## config.mk

```make
export PLATFORM = sky130hd
export DESIGN_NAME = bus_arbiter
export DESIGN_NICKNAME = d
export VERILOG_FILES = /design/src/rtl/arb_pkg.sv /design/src/rtl/bus_mux.sv /design/src/rtl/bus_arbiter.sv
export SDC_FILE = /design/constraint.sdc
export NUM_CORES = 1
export LEC_CHECK = 0
export CORE_MARGIN = 3
export CORE_UTILIZATION = 28
export CTS_CLUSTER_DIAMETER = 60
export CTS_CLUSTER_SIZE = 16
export DETAILED_ROUTE_END_ITERATION = 10
export PLACE_DENSITY_LB_ADDON = 0.25
export SYNTH_ARGS = -nofsm -noshare
export SYNTH_HDL_FRONTEND = slang
export SYNTH_HIERARCHICAL = 1
export SYNTH_SLANG_ARGS = --single-unit
```

## constraint.sdc

```tcl
create_clock -name clk -period 1.6 [get_ports clk]
set_input_delay 0.24 -clock clk [delete_from_list [all_inputs] [get_ports clk]]
set_output_delay 0.24 -clock clk [all_outputs]
set_load 0.005 [all_outputs]
```

## src/rtl/arb_pkg.sv

```systemverilog
// Shared definitions for the bus arbiter: state encoding, default bus widths
// and the sizing helper for the debug beat counter.
package arb_pkg;

    // Default bus geometry of the CPU memory bus
    localparam int DEF_AW = 13;
    localparam int DEF_DW = 8;

    // Arbiter state encoding (3-bit)
    localparam logic [2:0] ST_RUN    = 3'd0;
    localparam logic [2:0] ST_DRAIN  = 3'd1;
    localparam logic [2:0] ST_DBG    = 3'd2;
    localparam logic [2:0] ST_HALTED = 3'd3;
    localparam logic [2:0] ST_RESUME = 3'd4;

    typedef enum logic [2:0] {
        S_RUN    = ST_RUN,
        S_DRAIN  = ST_DRAIN,
        S_DBG    = ST_DBG,
        S_HALTED = ST_HALTED,
        S_RESUME = ST_RESUME
    } arb_state_t;

    // Bits needed to count from 0 up to and including max_burst
    function automatic int cnt_width(input int max_burst);
        int w;
        w = 1;
        while ((1 << w) <= max_burst) begin
            w = w + 1;
        end
        return w;
    endfunction

endpackage

```

## src/rtl/bus_mux.sv

```systemverilog
// Combinational owner-select for the shared memory bus. The arbiter state
// decides who drives mem_*; debug beats are granted here.
module bus_mux
    import arb_pkg::*;
#(
    parameter int AW = DEF_AW,
    parameter int DW = DEF_DW
) (
    input  arb_state_t    state,
    input  logic          resume,
    input  logic          cpu_rd,
    input  logic          cpu_wr,
    input  logic [AW-1:0] cpu_addr,
    input  logic [DW-1:0] cpu_wdata,
    input  logic          dbg_req,
    input  logic          dbg_we,
    input  logic [AW-1:0] dbg_addr,
    input  logic [DW-1:0] dbg_wdata,
    output logic          dbg_gnt,
    output logic          mem_rd,
    output logic          mem_wr,
    output logic [AW-1:0] mem_addr,
    output logic [DW-1:0] mem_wdata
);

    logic gnt_next;

    // Select bus owner; strobes stay low unless the owner is actively driving
    always_comb begin
        gnt_next  = 1'b0;
        mem_rd    = 1'b0;
        mem_wr    = 1'b0;
        mem_addr  = dbg_addr;
        mem_wdata = dbg_wdata;
        case (state)
            S_RUN, S_DRAIN: begin
                mem_rd    = cpu_rd;
                mem_wr    = cpu_wr;
                mem_addr  = cpu_addr;
                mem_wdata = cpu_wdata;
            end
            S_DBG: begin
                gnt_next = dbg_req;
            end
            S_HALTED: begin
                // A resume pulse takes precedence: leave without a grant
                gnt_next = dbg_req & ~resume;
            end
            default: begin
                gnt_next = 1'b0;
            end
        endcase
        if (gnt_next) begin
            mem_rd = ~dbg_we;
            mem_wr = dbg_we;
        end
        dbg_gnt = gnt_next;
    end

endmodule

```

## src/rtl/bus_arbiter.sv

```systemverilog
// Shares the CPU memory bus between the core and a debug/loader master.
// The core is parked only at instruction boundaries (cpu_inst_end), held
// after HLT until resume, and always runs one full instruction between
// debug bursts because every return to RUN passes through RESUME.
module bus_arbiter
    import arb_pkg::*;
#(
    parameter int AW        = DEF_AW,
    parameter int DW        = DEF_DW,
    parameter int MAX_BURST = 4
) (
    input  logic          clk,
    input  logic          rst_n,
    output logic          cpu_ena,
    input  logic          cpu_inst_end,
    input  logic          cpu_halt,
    input  logic          cpu_rd,
    input  logic          cpu_wr,
    input  logic [AW-1:0] cpu_addr,
    input  logic [DW-1:0] cpu_wdata,
    output logic [DW-1:0] cpu_rdata,
    input  logic          dbg_req,
    input  logic          dbg_we,
    input  logic [AW-1:0] dbg_addr,
    input  logic [DW-1:0] dbg_wdata,
    output logic          dbg_gnt,
    output logic          dbg_rvalid,
    output logic [DW-1:0] dbg_rdata,
    input  logic          resume,
    output logic          halted,
    output logic          mem_rd,
    output logic          mem_wr,
    output logic [AW-1:0] mem_addr,
    output logic [DW-1:0] mem_wdata,
    input  logic [DW-1:0] mem_rdata
);

    localparam int CW = cnt_width(MAX_BURST);
    localparam logic [CW-1:0] LAST_BEAT = CW'(MAX_BURST - 1);

    arb_state_t    state_reg;
    logic [CW-1:0] beat_cnt_reg;
    logic          rvalid_reg;
    logic [DW-1:0] rdata_reg;

    // Owner select and grant generation
    bus_mux #(
        .AW(AW),
        .DW(DW)
    ) u_bus_mux (
        .state     (state_reg),
        .resume    (resume),
        .cpu_rd    (cpu_rd),
        .cpu_wr    (cpu_wr),
        .cpu_addr  (cpu_addr),
        .cpu_wdata (cpu_wdata),
        .dbg_req   (dbg_req),
        .dbg_we    (dbg_we),
        .dbg_addr  (dbg_addr),
        .dbg_wdata (dbg_wdata),
        .dbg_gnt   (dbg_gnt),
        .mem_rd    (mem_rd),
        .mem_wr    (mem_wr),
        .mem_addr  (mem_addr),
        .mem_wdata (mem_wdata)
    );

    // Arbitration FSM and debug beat counter
    always_ff @(posedge clk or negedge rst_n) begin
        if (!rst_n) begin
            state_reg    <= S_RESUME;
            beat_cnt_reg <= '0;
        end else begin
            case (state_reg)
                S_RUN: begin
                    if (cpu_halt) begin
                        state_reg <= S_HALTED;
                    end else if (dbg_req) begin
                        if (cpu_inst_end) begin
                            state_reg    <= S_DBG;
                            beat_cnt_reg <= '0;
                        end else begin
                            state_reg <= S_DRAIN;
                        end
                    end
                end
                S_DRAIN: begin
                    if (cpu_halt) begin
                        state_reg <= S_HALTED;
                    end else if (cpu_inst_end) begin
                        state_reg    <= S_DBG;
                        beat_cnt_reg <= '0;
                    end else if (!dbg_req) begin
                        state_reg <= S_RUN;
                    end
                end
                S_DBG: begin
                    if (!dbg_gnt) begin
                        state_reg <= S_RESUME;
                    end else begin
                        beat_cnt_reg <= beat_cnt_reg + CW'(1);
                        if (beat_cnt_reg == LAST_BEAT) begin
                            state_reg <= S_RESUME;
                        end
                    end
                end
                S_HALTED: begin
                    if (resume) begin
                        state_reg <= S_RESUME;
                    end
                end
                S_RESUME: begin
                    state_reg <= S_RUN;
                end
                default: begin
                    state_reg <= S_RESUME;
                end
            endcase
        end
    end

    // Capture debug read data at the granting edge; valid for one cycle
    always_ff @(posedge clk or negedge rst_n) begin
        if (!rst_n) begin
            rvalid_reg <= 1'b0;
            rdata_reg  <= '0;
        end else begin
            rvalid_reg <= dbg_gnt & ~dbg_we;
            if (dbg_gnt && !dbg_we) begin
                rdata_reg <= mem_rdata;
            end
        end
    end

    assign cpu_ena    = (state_reg == S_RUN) || (state_reg == S_DRAIN);
    assign halted     = (state_reg == S_HALTED);
    assign dbg_rvalid = rvalid_reg;
    assign dbg_rdata  = rdata_reg;
    assign cpu_rdata  = mem_rdata;

endmodule

```

* Word level (Yosys, flattened, before mapping)
Index checks and enable logic that the tools add are counted.
** Word-level totals
- Logic and storage cells :: 53
- Input bits :: 59
- Register bits :: 15
** Operators by class
- Muxes and demuxes :: 23
- Eq/ne operators :: 13
- Reductions and logical operators :: 8
- Add/sub/neg operators :: 1
- Bitwise operators :: 4
** Operators with widths (count)
- 3-bit 2-to-1 mux :: 13
- 3-bit case mux with 5 select lines :: 1
- 13-bit 2-to-1 mux :: 1
- 2-bit inequality test (second input constant) :: 5
- 3-bit by 2-bit equality test with 1-bit output (second input constant) :: 3
- 3-bit case mux with 3 select lines :: 1
- 8-bit 2-to-1 mux :: 1
- 3-bit inequality test (second input constant) :: 2
- 5-bit AND reduction :: 1
- 1-bit 2-to-1 mux :: 4
- 4-bit inequality test (second input constant) :: 1
- 4-bit AND reduction :: 1
- 3-bit by 1-bit adder with 3-bit output (second input constant) :: 1
- 3-bit by 1-bit equality test with 1-bit output (second input constant) :: 1
- 3-bit equality test (second input constant) :: 1
- 3-bit logical NOT :: 1
- 3-bit nonzero test :: 1
- 1-bit bitwise AND :: 2
- 2-bit 2-to-1 mux :: 1
- 1-bit inverter :: 2
- 1-bit case mux with 2 select lines :: 1
- 2-bit OR reduction :: 1
- 1-bit logical AND :: 1
- 1-bit logical NOT :: 1
- 1-bit logical OR :: 1

* Logic depth before layout (Yosys ltp)
- Depth in word-level cells :: 5
- Mapped depth :: 5
- Mapped depth without buffers :: 5

* Cells and area by module
The synthesis kept the hierarchy.
** Modules (own cells, without submodules)
- bus_arbiter :: cells an instance 57, instances 1, seq. area each 376.6 um^2, area an instance 699.4 um^2
- bus_mux :: cells an instance 30, instances 1, seq. area each 0.0 um^2, area an instance 400.4 um^2

* Least setup slack after synthesis
No wires, ideal clock.
- Kind :: flip-flop to flip-flop
- From :: register state_reg[1]
- To :: register rdata_reg[0], in the netlist dbg_rdata[0]
- Data arrival time :: 1.410 ns
- Period minus slack after synthesis :: 1.535 ns
- Library setup time :: 0.125 ns
- Stages on the path, launching flop included :: 5
- Required time :: 1.475 ns
- Setup slack :: 0.065 ns
- Path through :: dfrtp_1 > and4b_2 > inv_1 > nor2_4 > mux2_2
** On the way
- Longest elaborated chain between the ends :: 3
** Ends and longest elaborated chain
- start, declared :: line bus_arbiter.sv:41 : arb_state_t state_reg;
- start signal, assigned :: line bus_arbiter.sv:71 : state_reg <= S_RESUME;
- start signal, assigned :: line bus_arbiter.sv:77 : state_reg <= S_HALTED;
- start signal, assigned :: line bus_arbiter.sv:80 : state_reg <= S_DBG;
- 3-bit by 2-bit equality test with 1-bit output :: line bus_mux.sv:35 : case (state)
- 1-bit case mux with 2 select lines * :: line bus_mux.sv:35
- net dbg_gnt :: line bus_arbiter.sv:26 : output logic dbg_gnt,
- 1-bit logical AND * :: line bus_arbiter.sv:129 : if (dbg_gnt && !dbg_we) begin
- end signal, assigned :: line bus_arbiter.sv:130 : rdata_reg <= mem_rdata;
- end, declared :: line bus_arbiter.sv:44 : logic [DW-1:0] rdata_reg;
Mark *: on every way through the listed nets, which the timed path passes. The rest lies on a longest branch.
A chain may end at the register's enable or synchronous reset.

* Final worst setup path
- From :: register state_reg[2]
- To :: output mem_addr[7]
** On the way
- Longest elaborated chain between the ends :: 3
** Ends and longest elaborated chain
- 3-bit by 1-bit equality test with 1-bit output / 3-bit logical NOT (equally long branches) :: line bus_mux.sv:35
- 2-bit OR reduction * :: line bus_mux.sv:35
- 13-bit 2-to-1 mux * :: line bus_mux.sv:35
- end, declared :: line bus_arbiter.sv:33 : output logic [AW-1:0] mem_addr,
Mark *: on every way between the ends. The rest lies on a longest branch, timed or not.

==> results.md <==
- Status: finished, violations left
- Failing checks: setup timing
- CTS H-Tree Depth: 1
- Gate power share: 0.730
- Root Buffer: clkbuf_8
- Starting Density: 0.2960
- First-pass DRT Iterations: 2
- Syn Inst Count: 87
- Synth top area cells: dfrtp_1, mux2_4, mux2_2, buf_4, dfstp_2
- Clk Latency, worst-skew pair: 250 ps
- DP HPWL: 3039 um
- DIE AREA: 4716 sq um
- Via Count: 1142
- # fillers: 299
- Ys async rst share: 1.000
- CP Depth: 5
- Post-synth EDFFs: 0
- Sw frac: 0.2978
- RSZ-0062 raised after global routing: true
- Distinct cells, synth: 26
- Setup-failing EPs final: 34
- Worst EP required: 1360 ps
- FF-to-FF End: dbg_rdata[7]
- Placement row count: 22
- Arrival time at the worst endpoint: 1530 ps
- Cell Count Post-Placement: 237
- Busiest layer in global routing: met2
- Final core utilization: 0.6525
- Period utilization: 1.107
- Power share of the clock group: 0.088
- Crit path to: mem_addr[7]
- Max FO, Critical Path: 6
- Die H: 68.67 um
- Post-Place Setup Slack: -283.6 ps
- Die width: 68.67 um
- IO Pins: 102
- Worst reg-to-reg path cell count: 6
- Reg clk slew, reported paths: 60 ps
- CP most frequent cell: buf_6
- Setup slack on the worst flop-to-flop path: -90 ps
- Synthesized flop and latch total: 15
- Sequential fraction of design power: 0.182
- Top Family by Delay on Critical Path: flip-flops
- Worst path max stage delay: 550 ps
- Antenna Nets Post-Route: 0
- Hold Path Class: input pin to async pin
- Final setup TNS: -4405 ps
- Most frequent cell after synthesis: mux2_4
- Post-route insts no fill: 249
- Max Cap Viol: 0
- Clk buf depth: 2
- Worst clock skew: 4.627 ps
- Met2 Use GR: 0.3159
- Leakage power: 1.077 nW
- Drt initial violations: 13
- Design Power: 3.514 mW
- Crit path cell chain: nor2_4 > buf_6 > buf_16 > mux2_4 > buf_6
- Core area: 3716 sq um
- Worst Tran Pin Value: 329.1 ps
- Worst rel slew slack: 0.7783
- Top cell type by total area after synthesis: dfrtp_1
- Layout cells sized above 1: 0.4428
- Met3 GRT Util: 0.07293
- Register area share after synthesis: 0.3424
- Main synth FF type: dfrtp_1
- Max reg flops: 8
- Vias per cell: 4.586
- Sw power: 1.046 mW
- Vias in the first global route: 1196
- Overflow after GRT: 0
- Worst setup path startpoint: state_reg[2]
- Design area: 2425 sq um
- All-Layer GR Usage: 0.1699
- Worst r2r src: state_reg[2]
- Max-slew violation count: 0
- Fin worst setup slack: -171.0 ps
- Drt wl/cell: 16.66 um
- Placed instance area: 2180 sq um
- Post-synth top area share: 0.3185
- Crit path capture type: output pin
- Max Fclk: 0.5647 GHz
- Inserted Diodes: 0
- Commonest cells in the netlist: mux2_4, dfrtp_1, mux2_2
- Pwr/cell area: 1449 nW/um^2
- Mapped cell area: 1100 sq um
- Max IR drop VDD: 0.0008476 V
- CTS tree: yes
- Internal power: 2.467 mW
- Syn nets: 148
- Multi-input gate area: 695.7 sq um
- Register Area: 376.6 sq um
- Area growth syn-to-layout: 120.5%
- Largest net degree at the start of global routing: 12
- GP Congestion: 0.8513
- Period minus WS final: 1771 ps
- Crit path buffers/inverters: 3
- DR DRC count: 0
- Number of buffers created by CTS: 3
- DRT Wirelength: 4149 um
- Syn avg cell area: 12.64 sq um
- CP startpoint kind: flip-flop
- First-pass GRT wire length: 6003 um
- Initial antenna violation count: 0
- Port bufs: 101
- Hold Slack: 252.4 ps
- Crit path kind: flip-flop to output pin
- Nets@finish: 263
- Final hold violation count: 0
- GR met1 Demand/Resource: 0.1773
- Slowest stage cell on the critical path: dfstp_2
- Synthesis Warnings: 6
- Clock sinks: 15
[how the worst min path moves through the flow]
| stage | start | end | slack [ps] | cells after the start |
|---|---|---|---|---|
| floorplan | rst_n | beat_cnt_reg[0] | -60 | 0 |
| global placement | dbg_rdata[1] | dbg_rdata[1] | 490 | 1 |
| detailed placement | dbg_rdata[0] | dbg_rdata[0] | 500 | 1 |
| CTS | rst_n | state_reg[1] | 250 | 1 |
| global route | rst_n | state_reg[1] | 260 | 1 |
| finish | rst_n | state_reg[1] | 250 | 1 |
[kinds of logic after synthesis]
group | Yosys count | synth area share
buffers and inverters | 13 | 0.08873
AOI/OAI and AO/OA | 10 | 0.06712
and+or+nand+nor | 18 | 0.1206
adders and majority gates | 2 | 0.02275
DFF | 15 | 0.3424
muxes | 29 | 0.3584
[cell usage in the layout (no fill, tap or decap), types with 2 or more instances in the layout]
master,synthesis,routed
o21ai_0,2,2
inv_1,3,2
mux2_2,11,3
nand2b_1,3,2
nor2_1,2,2
and4b_2,2,2
dlygate4sd2_1,0,2
nand2_1,4,4
buf_6,1,23
nor2_4,2,3
ha_1,2,2
buf_4,8,10
mux2_4,18,26
o22ai_1,2,2
clkdlybuf4s50_1,0,75
clkbuf_8,0,3
buf_16,0,3
a22o_2,2,2
dfrtp_1,14,14
buf_2,0,5
[routing by layer]
layer	share of wire	routed length, um	vias to the layer above
li1	-	-	544
met1	0.37	1516	532
met4	0	0	0
met2	0.50	2058	66
met5	0	0	-
met3	0.14	574	0
[power groups by stage]
stage / combinational (mW) / clock, mW / sequential (mW)
after floorplan: 0.917 / 0 / 0.680
after global placement: 1.96 / 0 / 0.639
after detailed placement: 2.00 / 0 / 0.652
after CTS: 2.52 / 0.325 / 0.641
after global routing: 2.72 / 0.340 / 0.664
final: 2.57 / 0.308 / 0.641
[layout make-up]
cell class / count / share of cell area
Clock inverter: 1 / 0.003096
Clock buffer: 3 / 0.01703
Tap cell: 48 / 0.02477
Sequential cell: 15 / 0.1553
Timing Repair Buffer: 119 / 0.5072
Multi-Input combinational cell: 60 / 0.2869
Inverter: 3 / 0.005676
[what timing repair did]
action / 4_1_cts / 5_1_grt
gates cloned: 4 / 0
buffers inserted: 3 / 1
gates resized for setup: 132 / 7
endpoints found under the setup margin: 38 / 39
hold buffers: 0 / 0
pin swaps: 6 / 3
[worst reg2reg max path, cell delays in order (launching register included)]
cell,delay (ps)
dfstp_2,380
buf_4,140
buf_6,120
and4b_2,330
inv_4,70
nor2_4,210
mux2_4,330
(Power assumes the default switching activity.)
==> RTL edit (same flow settings) <==
The package constant `DEF_DW` goes from 8 to 12.
--- a/src/rtl/arb_pkg.sv
+++ b/src/rtl/arb_pkg.sv
@@ -4,7 +4,7 @@
 
     // Default bus geometry of the CPU memory bus
     localparam int DEF_AW = 13;
-    localparam int DEF_DW = 8;
+    localparam int DEF_DW = 12;
 
     // Arbiter state encoding (3-bit)
     localparam logic [2:0] ST_RUN    = 3'd0;
Ports: changed (6 resized); port bits go from 102 to 126. No check against the original RTL was run, so the function may have changed too.
==> RTL edit against the unedited design <==
The run still ends with setup timing left. Sequential cell count grew 4. Count of clock-buffer cells in the layout is the same. Total power grew 15%. Area after synthesis grew 17%. Wire length grew 15%. Clock power grew 6%. Highest routed layer is now met4. Cell count grew 18%. Cell area grew 16%. Via count grew 18%. Setup slack lost 94 ps. Non-clock buffer count grew 29. Global-route usage shrank 0.37 points.
==> RTL edit: results <==
metrics = {
    "outcome": {
        "status": "finished with violations",
        "violations": "setup timing",
    },
    "pwr": {
        "combPwrFrac_pct": 71.2,
        "p_switching_mw": 1.201,
        "ir_drop_v": 0.0008342,
        "p_leak_nw": 1.237,
        "fin_total_pwr_mw": 4.030,
        "power_frac_clock_pct": 8.1,
    },
    "clock_network": {
        "cts.sinks": 19,
        "cts_root_buf": "clkbuf_8",
        "cts_resized": 150,
        "post_cts.repair.setup_buffers": 11,
    },
    "finish": {
        "multi_input_area_share_pct": 27.75,
        "clk_share_pct": 1.648,
        "buffers": 148,
        "final_layout_size_suffix_gt1_share_pct": 42.98,
        "fill_cells": 372,
        "nMultiInputCombCells": 69,
        "bufAreaShareNonClock_pct": 51.05,
        "n_all_inverters": 2,
        "final_cells": 294,
        "nets": 316,
    },
    "place": {
        "post_dp_cell_area_um2": 2594,
        "port_buffers": 125,
        "dpl.hpwl_um": 3529,
        "dp.cells": 277,
        "gp_congestion": 0.7213,
    },
    "floorplanning": {
        "fp-row-count": 24,
    },
    "global_routing": {
        "track_usage_pct": 16.62,
        "grt_pass1_wl_um": 6982,
        "use_met1_pct": 20.52,
        "grt.met2_usage_pct": 28.54,
    },
    "sta": {
        "tns_ps": -6949,
        "setup_viol": 44,
        "setup_ws_ps": -265.2,
        "slew_headroom_pct": 83.27,
    },
    "logic_synthesis": {
        "synth_cell_types": 29,
        "postSynthAreaPerCell_um2": 12.27,
        "synth.area.top_cells": "dfrtp_1 (35%), mux2_2 (15%), mux2_1 (10%)",
        "synth_fp_nets": 178,
        "post-synth-top-count-cell": "dfrtp_1",
        "synth_common_cells": "dfrtp_1 (18), mux2_2 (17), buf_4 (13), mux2_1 (12), mux2_4 (8)",
        "ys_seq_area_share_pct": 36.99,
    },
    "worst_setup_path": {
        "ff2ff_setup_slack_ps": -190,
        "critical-path-top-delay-family": "flip-flops",
        "r2r-end": "state_reg[1]",
        "crit_fanout": 5,
    },
    "detailed_routing": {
        "top_layer_used": "met4",
        "dr.pass1.iters": 4,
        "num_vias": 1352,
        "wl_met3_um": 568,
        "drtIter0Drc": 16,
    },
}
-- RTL edit: cell count changes in the layout (fill, tap and decap cells not counted), moves of 3 or more --
cell / unedited run / this run
buf_16: 3 / 0
clkdlybuf4s50_1: 75 / 95
buf_2: 5 / 15
mux2_4: 26 / 23
buf_4: 10 / 13
buf_6: 23 / 19
mux2_2: 3 / 14
dfrtp_1: 14 / 18
-- RTL edit: worst max-delay path by stage --
stage / slack, ps / endpoint / from
finish: -270 / mem_addr[7] / state_reg[2]
global placement: -290 / dbg_rdata[9] / dbg_req
floorplan: -30 / dbg_rdata[0] / state_reg[2]
CTS: -400 / mem_addr[8] / state_reg[2]
detailed placement: -330 / dbg_rdata[5] / dbg_req
global route: -310 / mem_addr[9] / state_reg[2]
-- RTL edit: kinds of logic after synthesis --
kind of cell	Yosys count	share of synthesized area, %
compound gates	9	5.146
mux	37	34.66
buf+inv	18	10.87
fa+ha+maj	2	1.941
simple gates	20	10.39
flops	19	36.99
